## config.mk

```make
export PLATFORM = sky130hd
export DESIGN_NAME = evt_timeout_mon
export DESIGN_NICKNAME = d
export VERILOG_FILES = /design/src/rtl/evt_timeout_mon.sv
export SDC_FILE = /design/constraint.sdc
export NUM_CORES = 1
export LEC_CHECK = 0
export BUFFER_PORTS_ARGS = -buffer_cell sky130_fd_sc_hd__buf_2
export CAP_MARGIN = 10
export CORE_MARGIN = 2
export CORE_UTILIZATION = 45
export DETAILED_ROUTE_END_ITERATION = 16
export GPL_TIMING_DRIVEN = 0
export HOLD_SLACK_MARGIN = 0.12
export PLACE_DENSITY = 0.73
export SYNTH_ARGS = -nofsm -noshare
export SYNTH_HDL_FRONTEND = slang
export SYNTH_SLANG_ARGS = --single-unit
export TNS_END_PERCENT = 100
```

## constraint.sdc

```tcl
create_clock -name clk -period 6.5 [get_ports clk]
set_input_delay 1.3 -clock clk [delete_from_list [all_inputs] [get_ports clk]]
set_output_delay 1.3 -clock clk [all_outputs]
set_load 0.01 [all_outputs]
```

## src/rtl/evt_timeout_mon.sv

```systemverilog
// Multi-channel event timeout monitor: each channel waits for a rising edge on its
// watched signal within a programmable window and optionally checks the data it carries.
module evt_timeout_mon #(
  parameter int NUM_CH = 4,
  parameter int CNT_W  = 25,
  parameter int DATA_W = 8,
  localparam int CH_W  = (NUM_CH > 1) ? $clog2(NUM_CH) : 1
) (
  input  logic                     clk,
  input  logic                     rst_n,
  input  logic [NUM_CH-1:0]        arm,
  input  logic [NUM_CH*CNT_W-1:0]  timeout_val,
  input  logic [NUM_CH-1:0]        chk_en,
  input  logic [NUM_CH*DATA_W-1:0] exp_data,
  input  logic [NUM_CH-1:0]        sig,
  input  logic [NUM_CH*DATA_W-1:0] data,
  input  logic [NUM_CH-1:0]        clr_err,
  output logic [NUM_CH-1:0]        busy,
  output logic [NUM_CH-1:0]        hit,
  output logic [NUM_CH-1:0]        timeout,
  output logic [NUM_CH-1:0]        mismatch,
  output logic [NUM_CH-1:0]        err_sticky,
  output logic                     err_any,
  output logic                     first_err_vld,
  output logic [CH_W-1:0]          first_err_ch
);

  typedef enum logic {S_IDLE = 1'b0, S_ARMED = 1'b1} state_t;

  state_t            r_state     [NUM_CH];
  state_t            w_state_nxt [NUM_CH];
  logic [CNT_W-1:0]  r_cnt       [NUM_CH];
  logic [CNT_W-1:0]  w_cnt_nxt   [NUM_CH];
  logic [DATA_W-1:0] r_exp       [NUM_CH];

  logic [NUM_CH-1:0] r_sig_q;
  logic [NUM_CH-1:0] r_chk_en;
  logic [NUM_CH-1:0] r_hit;
  logic [NUM_CH-1:0] r_timeout;
  logic [NUM_CH-1:0] r_mismatch;
  logic [NUM_CH-1:0] r_err_sticky;
  logic              r_first_vld;
  logic [CH_W-1:0]   r_first_ch;

  logic [NUM_CH-1:0] w_rise;
  logic [NUM_CH-1:0] w_hit_nxt;
  logic [NUM_CH-1:0] w_to_nxt;
  logic [NUM_CH-1:0] w_mm_nxt;
  logic [NUM_CH-1:0] w_err_set;
  logic [CH_W-1:0]   w_first_lo;

  // Per-channel next state: arm outranks an event, an event outranks expiry.
  always_comb begin
    w_rise    = sig & ~r_sig_q;
    w_hit_nxt = '0;
    w_to_nxt  = '0;
    w_mm_nxt  = '0;
    for (int i = 0; i < NUM_CH; i++) begin
      w_state_nxt[i] = r_state[i];
      w_cnt_nxt[i]   = r_cnt[i];
      case (r_state[i])
        S_IDLE: begin
          if (arm[i]) begin
            w_state_nxt[i] = S_ARMED;
            w_cnt_nxt[i]   = timeout_val[i*CNT_W +: CNT_W];
          end
        end
        S_ARMED: begin
          if (arm[i]) begin
            w_cnt_nxt[i] = timeout_val[i*CNT_W +: CNT_W];
          end else if (w_rise[i]) begin
            w_hit_nxt[i]   = 1'b1;
            w_mm_nxt[i]    = r_chk_en[i] && (data[i*DATA_W +: DATA_W] != r_exp[i]);
            w_state_nxt[i] = S_IDLE;
          end else if (r_cnt[i] != '0) begin
            w_cnt_nxt[i] = r_cnt[i] - CNT_W'(1);
          end else begin
            w_to_nxt[i]    = 1'b1;
            w_state_nxt[i] = S_IDLE;
          end
        end
        default: w_state_nxt[i] = S_IDLE;
      endcase
    end
  end

  always_ff @(posedge clk) begin
    if (!rst_n) begin
      for (int i = 0; i < NUM_CH; i++) begin
        r_state[i] <= S_IDLE;
        r_cnt[i]   <= '0;
      end
    end else begin
      for (int i = 0; i < NUM_CH; i++) begin
        r_state[i] <= w_state_nxt[i];
        r_cnt[i]   <= w_cnt_nxt[i];
      end
    end
  end

  always_ff @(posedge clk) begin
    for (int i = 0; i < NUM_CH; i++) begin
      if (arm[i]) r_exp[i] <= exp_data[i*DATA_W +: DATA_W];
    end
  end

  assign w_err_set = r_timeout | r_mismatch;

  // Lowest erroring channel index takes precedence.
  always_comb begin
    w_first_lo = '0;
    for (int i = NUM_CH - 1; i >= 0; i--) begin
      if (w_err_set[i]) w_first_lo = CH_W'(i);
    end
  end

  always_ff @(posedge clk) begin
    if (!rst_n) begin
      r_sig_q      <= '0;
      r_chk_en     <= '0;
      r_hit        <= '0;
      r_timeout    <= '0;
      r_mismatch   <= '0;
      r_err_sticky <= '0;
      r_first_vld  <= 1'b0;
      r_first_ch   <= '0;
    end else begin
      r_sig_q      <= sig;
      r_chk_en     <= (arm & chk_en) | (~arm & r_chk_en);
      r_hit        <= w_hit_nxt;
      r_timeout    <= w_to_nxt;
      r_mismatch   <= w_mm_nxt;
      r_err_sticky <= w_err_set | (r_err_sticky & ~clr_err);
      if ((w_err_set != '0) && (!r_first_vld || clr_err[r_first_ch])) begin
        r_first_vld <= 1'b1;
        r_first_ch  <= w_first_lo;
      end else if (r_first_vld && clr_err[r_first_ch]) begin
        r_first_vld <= 1'b0;
      end
    end
  end

  always_comb begin
    for (int i = 0; i < NUM_CH; i++) busy[i] = (r_state[i] == S_ARMED);
  end

  assign hit           = r_hit;
  assign timeout       = r_timeout;
  assign mismatch      = r_mismatch;
  assign err_sticky    = r_err_sticky;
  assign err_any       = |r_err_sticky;
  assign first_err_vld = r_first_vld;
  assign first_err_ch  = r_first_ch;

endmodule

```

Word level (Yosys, flattened, before mapping):

Memory sizes are Yosys's and may differ from the RTL's.
Cells that the tools add are included.

* flip-flop bits (word level): 27
* bits in latches: 0
* bits in writable memories: 136
* ROM bits: 0
* word-level logic and storage cells: 153
* memories: 3

* $add $sub $neg: 4
* multipliers: 0
* div/mod/pow operators: 0
* $lt $le $gt $ge: 1
* eq/ne operators: 4
* shift-type cells: 0
* multiplexer cells: 70
* bitwise gates (word level): 27
* reduce and logical (&&, ||, !) cells: 27

Memory list
* r_cnt: depth 4, width 25, rd ports 4, clocked after memory_dff 0, write ports 4, line 32 `logic [CNT_W-1:0] r_cnt [NUM_CH];`
* r_exp: depth 4, width 8, rd ports 4, clocked after memory_dff 0, write ports 4, line 34 `logic [DATA_W-1:0] r_exp [NUM_CH];`
* r_state: depth 4, width 1, rd ports 4, clocked after memory_dff 0, write ports 4, line 30 `state_t r_state [NUM_CH];`

Operators with widths (number)
* 25-bit two-way mux: 20
* 25-bit case mux with 2 select lines: 4
* 25-bit nonzero test: 4
* 25-bit by 1-bit subtractor with 25-bit output (second input constant): 4
* 1-bit two-way mux: 37
* 4-bit OR reduction: 9
* 8-bit inequality test: 4
* 4-bit AND: 4
* 4-bit NOT: 3
* 4-bit OR: 3
* 3-bit OR reduction: 4
* 1-bit NOT: 9
* 2-bit two-way mux: 4
* 1-bit OR: 8
* 1-bit case mux with 2 select lines: 4
* 1-bit logical AND: 6
* 4-bit nonzero test: 1
* 2-bit by 3-bit less-than comparator with 1-bit output (second input constant): 1
* 1-bit binary-select mux with 2-bit select: 1
* 2-bit nonzero test: 1
* 1-bit zero test: 1
* 1-bit logical OR: 1

Logic depth before layout (Yosys ltp):

Gate-level depths: netlist (run 1).

* depth after elaboration: 6
* mapped depth: 9

Least setup slack after synthesis (run 1):

Ideal clock, no wire load.

* path kind: input to register
* start: in sig[3]
* end: mem r_cnt[3][21]
* library setup time: 0.117 ns
* data arrival time: 2.404 ns
* path slack: 3.978 ns
* stages on the path: 5
* path through: nand2b_1 -> nand2_1 -> a31o_2 -> or4_1 -> a32o_1

RTL lines
* start: declaration: line 15 `input logic [NUM_CH-1:0] sig,`
* end: declaration: line 32

==> results of run 1 <==
## per-stage QoR
| step | power, W | instances | hold slack [ns] |
|---|---|---|---|
| 2_1_floorplan | 0.00151 | 1011 | 0.411 |
| 3_3_place_gp | 0.00168 | 1481 | 0.428 |
| 3_5_place_dp | 0.00170 | 1481 | 0.428 |
| 4_1_cts | 0.00267 | 1513 | 0.444 |
| 5_1_grt | 0.00278 | 1515 | 0.456 |
| 6_report | 0.00267 | 1516 | 0.438 |
## critical path, delay by kind of cell
kind	cells	cell delay (ns)
buffers and inverters	4	1.89
AO/OA/AOI/OAI	2	0.32
## cell families after synthesis
group	share of synthesized area [%]
AND/OR/NAND/NOR	24.2
AO/OA/AOI/OAI	25.1
flip-flops	40.8
buffers and inverters	4.00
XOR/XNOR	3.69
multiplexers	1.05
adder cells (fa/ha/maj)	1.14
## worst max path at each step
stage | to | slack (ns) | depth (start not counted)
final | r_cnt[2][13] | 3.35 | 6
after global routing | r_cnt[2][13] | 3.20 | 6
after CTS | r_cnt[2][13] | 3.33 | 6
after detailed placement | r_cnt[2][13] | 2.87 | 6
after global placement | r_cnt[2][13] | 2.87 | 6
after floorplan | r_cnt[3][21] | 3.98 | 5
## routing by layer
metal	vias up	wire (µm)	share of wire [%]
met5	-	0	0
met4	0	586	2.1
met3	51	2430	8.5
met2	464	13300	47
met1	4297	12200	43
li1	4367	-	-
## area by class of cell
type	count	area share [%]
plain buffers	61	2.55
well taps	265	3.09
flip-flops and latches	163	33.4
diodes	3	0.0701
inverters	21	0.736
clock inverters	14	1.21
repair buffers	205	9.58
multi-input cells	766	45.3
clock buffers	18	4.01
## cells in the final DEF (no fill, tap or decap), types with 16 or more instances in the layout
master and count:
buf_2 213, dfxtp_1 131, nand2_1 104, o21ai_0 63, a21oi_1 61, nor2_1 55, nor4_1 51, clkbuf_1 42
nor3_1 40, xor2_1 32, edfxtp_1 32, nand3_1 24, a32o_1 24, nand2b_1 21, o31ai_1 20, nand4_1 19
or3_1 19, or4_1 18, inv_1 17, clkbuf_16 17, o311ai_0 16, o211ai_1 16
## power groups by stage
stage	sequential [W]	clock [W]	combinational (W)
4_1_cts	0.00117	0.000992	0.000510
5_1_grt	0.00118	0.00103	0.000570
3_3_place_gp	0.00119	0	0.000499
3_5_place_dp	0.00119	0	0.000507
6_report	0.00117	0.000980	0.000519
2_1_floorplan	0.00117	0	0.000339
## flip-flops by register name, indices dropped and copies added (netlist names), named ones only
name / cells
first_err_vld: 1
r_exp: 32
timeout: 4
err_sticky: 4
r_sig_q: 4
hit: 4
first_err_ch: 2
mismatch: 4
r_state: 4
r_cnt: 100
==> impl_results.md, run 1 <==
- Outcome: completed
- Total negative slack: 0 ns
- Core ar.: 0.0193 mm²
- Maximum buffer depth of the clock tree: 2
- P_sw: 0.000830 W
- VDD IR max: 0.165 mV
- Seq/Total Area, Yosys: 40.8%
- Switching share of total power: 31.1%
- Pwr dens: 249 mW/mm²
- Die Area: 0.0207 mm²
- Comb pwr share: 19.4%
- Grt met3 use: 6.23%
- Setup Slack @ Placement: 2.87 ns
- Grt ovf: 0
- Top cells by count, synth: dfxtp_1 (131), nand2_1 (104), o21ai_0 (63)
- GRT Total Usage: 27.5%
- # resized after CTS: 0
- Final nets: 1,425
- Hold_buf cts: 0
- Via density: 6.05
- Unrepaired setup endpoints after global routing: false
- Largest net degree at the start of global routing: 17
- Most used DFF post-synth: dfxtp_1
- Internal power: 0.00184 W
- Worst path most repeated cell: clkbuf_1
- Worst setup margin: 3.35 ns
- Area leader, netlist: dfxtp_1
- DR vias: 9,179
- Avg WL per Cell: 18.8 µm
- Number of global-route vias before repair: 8,523
- CP Capture Type: register
- Fill count: 1,899
- Final WL: 28,500 µm
- Gate Count Post-Synth: 1,011
- Post-synth EDFFs: 32
- Element type at the critical path start: primary input
- Initial antenna violation count: 3
- Worst-Skew Late Latency: 0.43 ns
- Rel. slew slack: 37.7%
- Maximum clock rate: 0.318 GHz
- Cell depth of the worst flop-to-flop path: 9
- Hold EP: mismatch[1]
- GP Congestion: 0.928
- Fin. Hold Viols: 0
- Detail Route Antenna Nets: 0
- Met1 GRT Util: 36.8%
- Buffers on Ports: 205
- CTS tree: yes
- Tightest Hold Check Type: register to register
- Post-route minimum period: 3.15 ns
- P&R area growth vs syn: 21.9%
- Post-Route Utilization: 55.4%
- Part of the power in registers: 43.8%
- CP max FO: 10
- FFs w/ async S/R, synth: 0%
- Kind of critical path: primary input to register
- Final setup fails: 0
- I/O pins: 206
- Die Ht: 144 µm
- Placement-stage cell area: 0.0101 mm²
- Postcts setup bufs: 0
- Finished Cell Area: 0.0107 mm²
- FP Rows: 51
- Count of cell types in the netlist: 78
- Critical R2R Capture: r_cnt[2][4]
- Top Usage Layer GRT: met2
- Drt pass-1 iters: 5
- Initial DRC Count: 933
- Seq cells post-synth: 163
- Multi-input logic area: 0.00485 mm²
- Sink Count: 163
- Synth Warn #: 0
- Worst path cell trace: buf_2 -> clkbuf_1 -> clkbuf_1 -> clkbuf_1 -> o41ai_1 -> a21oi_1
- R2R Setup Slk: 3.64 ns
- Top cell type's share of synthesized area: 29.8%
- Slew at the pin with the worst max-slew slack: 0.927 ns
- Maxcap violations: 0
- CP arrival: 3.52 ns
- Clock transition at path regs: 0.07 ns
- Detailed-route DRC error count: 0
- Tcrit/Tclk final: 48.4%
- P_leak: 4.17 nW
- H-tree levels: 4
- Crit path largest cell delay: 0.66 ns
- Synthesized area: 0.00879 mm²
- Critical Path Source: rst_n
- Layout cell share with drive strength beyond 1: 22.6%
- Critical path required time: 6.87 ns
- Largest cells by area after synthesis: dfxtp_1 (30%), edfxtp_1 (11%), nand2_1 (4.4%)
- Met2 usage in global routing: 44.3%
- First-pass GRT wire length: 44,700 µm
- Syn Area/Cell: 8.69 µm²
- Most common cell in the netlist: dfxtp_1
- CTS root buf: clkbuf_16
- DPL Wire Length: 20,500 µm
- Register area: 0.00358 mm²
- Clock Skew: 0.0100 ns
- Critical Path Slowest Stage Cell: clkbuf_1
- Clock group share of total power: 36.7%
- Worst r2r src: r_cnt[2][0]
- Initial Util: 45.5%
- Cells on Worst Hold Path: 2
- Mapped Nets: 1,201
- Chip width: 144 µm
- Fin. max-slew vios: 0
- CTS buffer count: 17
No activity file was read; power rests on OpenSTA's default activity.
==> run 2, diff against run 1 <==
Settings changed: ABC_AREA set to 1, PLACE_DENSITY 0.73 to 0.72.
Clock period 6.5 ns to 3.1 ns, I/O delays scaled along.
==> impl_results.md, run 2 <==
- FP Rows: 53
- Most frequent cells in the layout: nand2_1 (331), buf_2 (216), nor2_1 (210)
- Tightest Hold Check Type: primary input to register
- Hold path start: exp_data[25]
- VDD IR max: 0.382 mV
- CP max FO: 3
- Critical Path Source: err_sticky[2]
- Largest cells by area after synthesis: dfxtp_1 (27%), nand2_1 (13%), edfxtp_1 (10%)
- Element type at the critical path start: register
- Synth Warn #: 0
- Gate Count Post-Synth: 1,430
- Rel. slew slack: 43.6%
- GP Congestion: 0.936
- Count of cell types in the netlist: 43
- Commonest non-fill, non-tap cell in the layout: nand2_1
- Fin cells: 1,941
- Final nets: 1,843
- Largest net degree at the start of global routing: 18
- Initial Util: 45.8%
- H-tree levels: 4
- Kind of critical path: register to output pin
- Tcrit/Tclk final: 66.6%
- Hold_buf cts: 0
- CTS tree: yes
- Final WL: 29,200 µm
- Grt ovf: 0
- Worst-Skew Late Latency: 0.44 ns
- Drt pass-1 iters: 5
- Sink Count: 163
- CTS buffer count: 17
- Total negative slack: 0 ns
- # resized after CTS: 0
- Detailed-route DRC error count: 0
- Top cells by count, synth: nand2_1 (331), nor2_1 (210), inv_1 (140)
- Detail Route Antenna Nets: 0
- I/O pins: 206
- Layout cell share with drive strength beyond 1: 21.4%
- Synthesized area: 0.00961 mm²
- Die Area: 0.0225 mm²
- Top cell type's share of synthesized area: 27.3%
- CP Capture Type: output pin
- Core ar.: 0.0210 mm²
- Number of global-route vias before repair: 9,447
- P_leak: 5.37 nW
- Critical path required time: 2.48 ns
- Postcts setup bufs: 0
- Top Registers: r_cnt x100, r_exp x32
- Pwr dens: 512 mW/mm²
- Chip width: 150 µm
- P&R area growth vs syn: 20.3%
- Buffers on Ports: 204
- First-pass GRT wire length: 46,100 µm
- Worst r2r src: r_cnt[3][0]
- Outcome: completed
- Maximum clock rate: 0.484 GHz
- Seq/Total Area, Yosys: 37.3%
- Maxcap violations: 0
- Antenna cells: 0
- Die Ht: 150 µm
- Fin. max-slew vios: 0
- Mapped Nets: 1,620
- Fin. Hold Viols: 0
- Clock Skew: 0.0106 ns
- Placed Cells incl. Taps: 1,909
- Most common cell in the netlist: nand2_1
- Clock transition at path regs: 0.07 ns
- CP arrival: 1.45 ns
- Avg WL per Cell: 15.1 µm
- CTS root buf: clkbuf_16
- Maximum buffer depth of the clock tree: 2
- Area leader, netlist: dfxtp_1
- Slew at the pin with the worst max-slew slack: 0.845 ns
- Seq cells post-synth: 163
- GRT Total Usage: 26.0%
- Hold slack: 0.352 ns
- Most used DFF post-synth: dfxtp_1
- Initial antenna violation count: 0
- Via density: 5.27
- Syn Area/Cell: 6.72 µm²
- Largest Register: r_cnt
- FFs w/ async S/R, synth: 0%
- Post-synth EDFFs: 32
- DPL Wire Length: 22,200 µm
- Final setup fails: 0
- Unrepaired setup endpoints after global routing: false
- Initial DRC Count: 654
- DR vias: 10.2k
- Max reg flops: 100
- Post-route minimum period: 2.07 ns
-- run 2: stage by stage --
stage	utilization (%)	worst slack, ns	instance area (µm²)	power (W)
2_1_floorplan	-	1.46	9610	0.00339
3_3_place_gp	52.4	0.708	11000	0.00377
3_5_place_dp	52.4	0.649	11000	0.00380
4_1_cts	55.2	1.02	11600	0.00594
5_1_grt	55.2	0.969	11600	0.00623
6_report	55.2	1.03	11600	0.00592
-- run 2: cell families after synthesis --
kind of cell,share of synthesized area (%)
DFF,37.3
buffers and inverters,8.34
muxes,0.104
xor gates and xnor gates,2.83
adders and majority gates,1.04
AOI/OAI and AO/OA,12.9
and+or+nand+nor,37.5
-- run 2: report_power, final --
part           switching, W  internal [W]  leakage (nW)
Clock               0.00100       0.00115         0.288
Combinational      0.000823      0.000477          3.69
Sequential         0.000148       0.00232          1.40
Total               0.00197       0.00395          5.37
-- run 2: layout make-up --
class / count / area (µm²)
timing repair buffer: 204 / 1020
multi-input combinational: 1072 / 5220
inverter: 153 / 579
fill: 2044 / 9400
sequential: 163 / 3580
buffer: 42 / 221
tap: 275 / 344
clock inverter: 15 / 164
clock buffer: 17 / 425
-- run 2: path summary, 6_finish.rpt --
| kind | endpoint | cells after the start | slack, ns |
|---|---|---|---|
| setup reg to reg | r_cnt[3][1] | 13 | 1.20 |
| hold / removal | r_exp[3][1] | 1 | 0.35 |
| hold reg to reg | hit[2] | 1 | 0.44 |
| setup / recovery | err_any | 2 | 1.03 |
-- run 2: worst max-delay path, stage by stage (launching register included) --
cell,delay [ns]
dfxtp_1,0.35
or4_1,0.52
buf_2,0.15
-- run 2: layer usage --
metal	wire [µm]	track usage, %
met5	0	0
met3	2410	5.15
met1	12400	33.5
met2	13900	44.0
met4	518	7.83
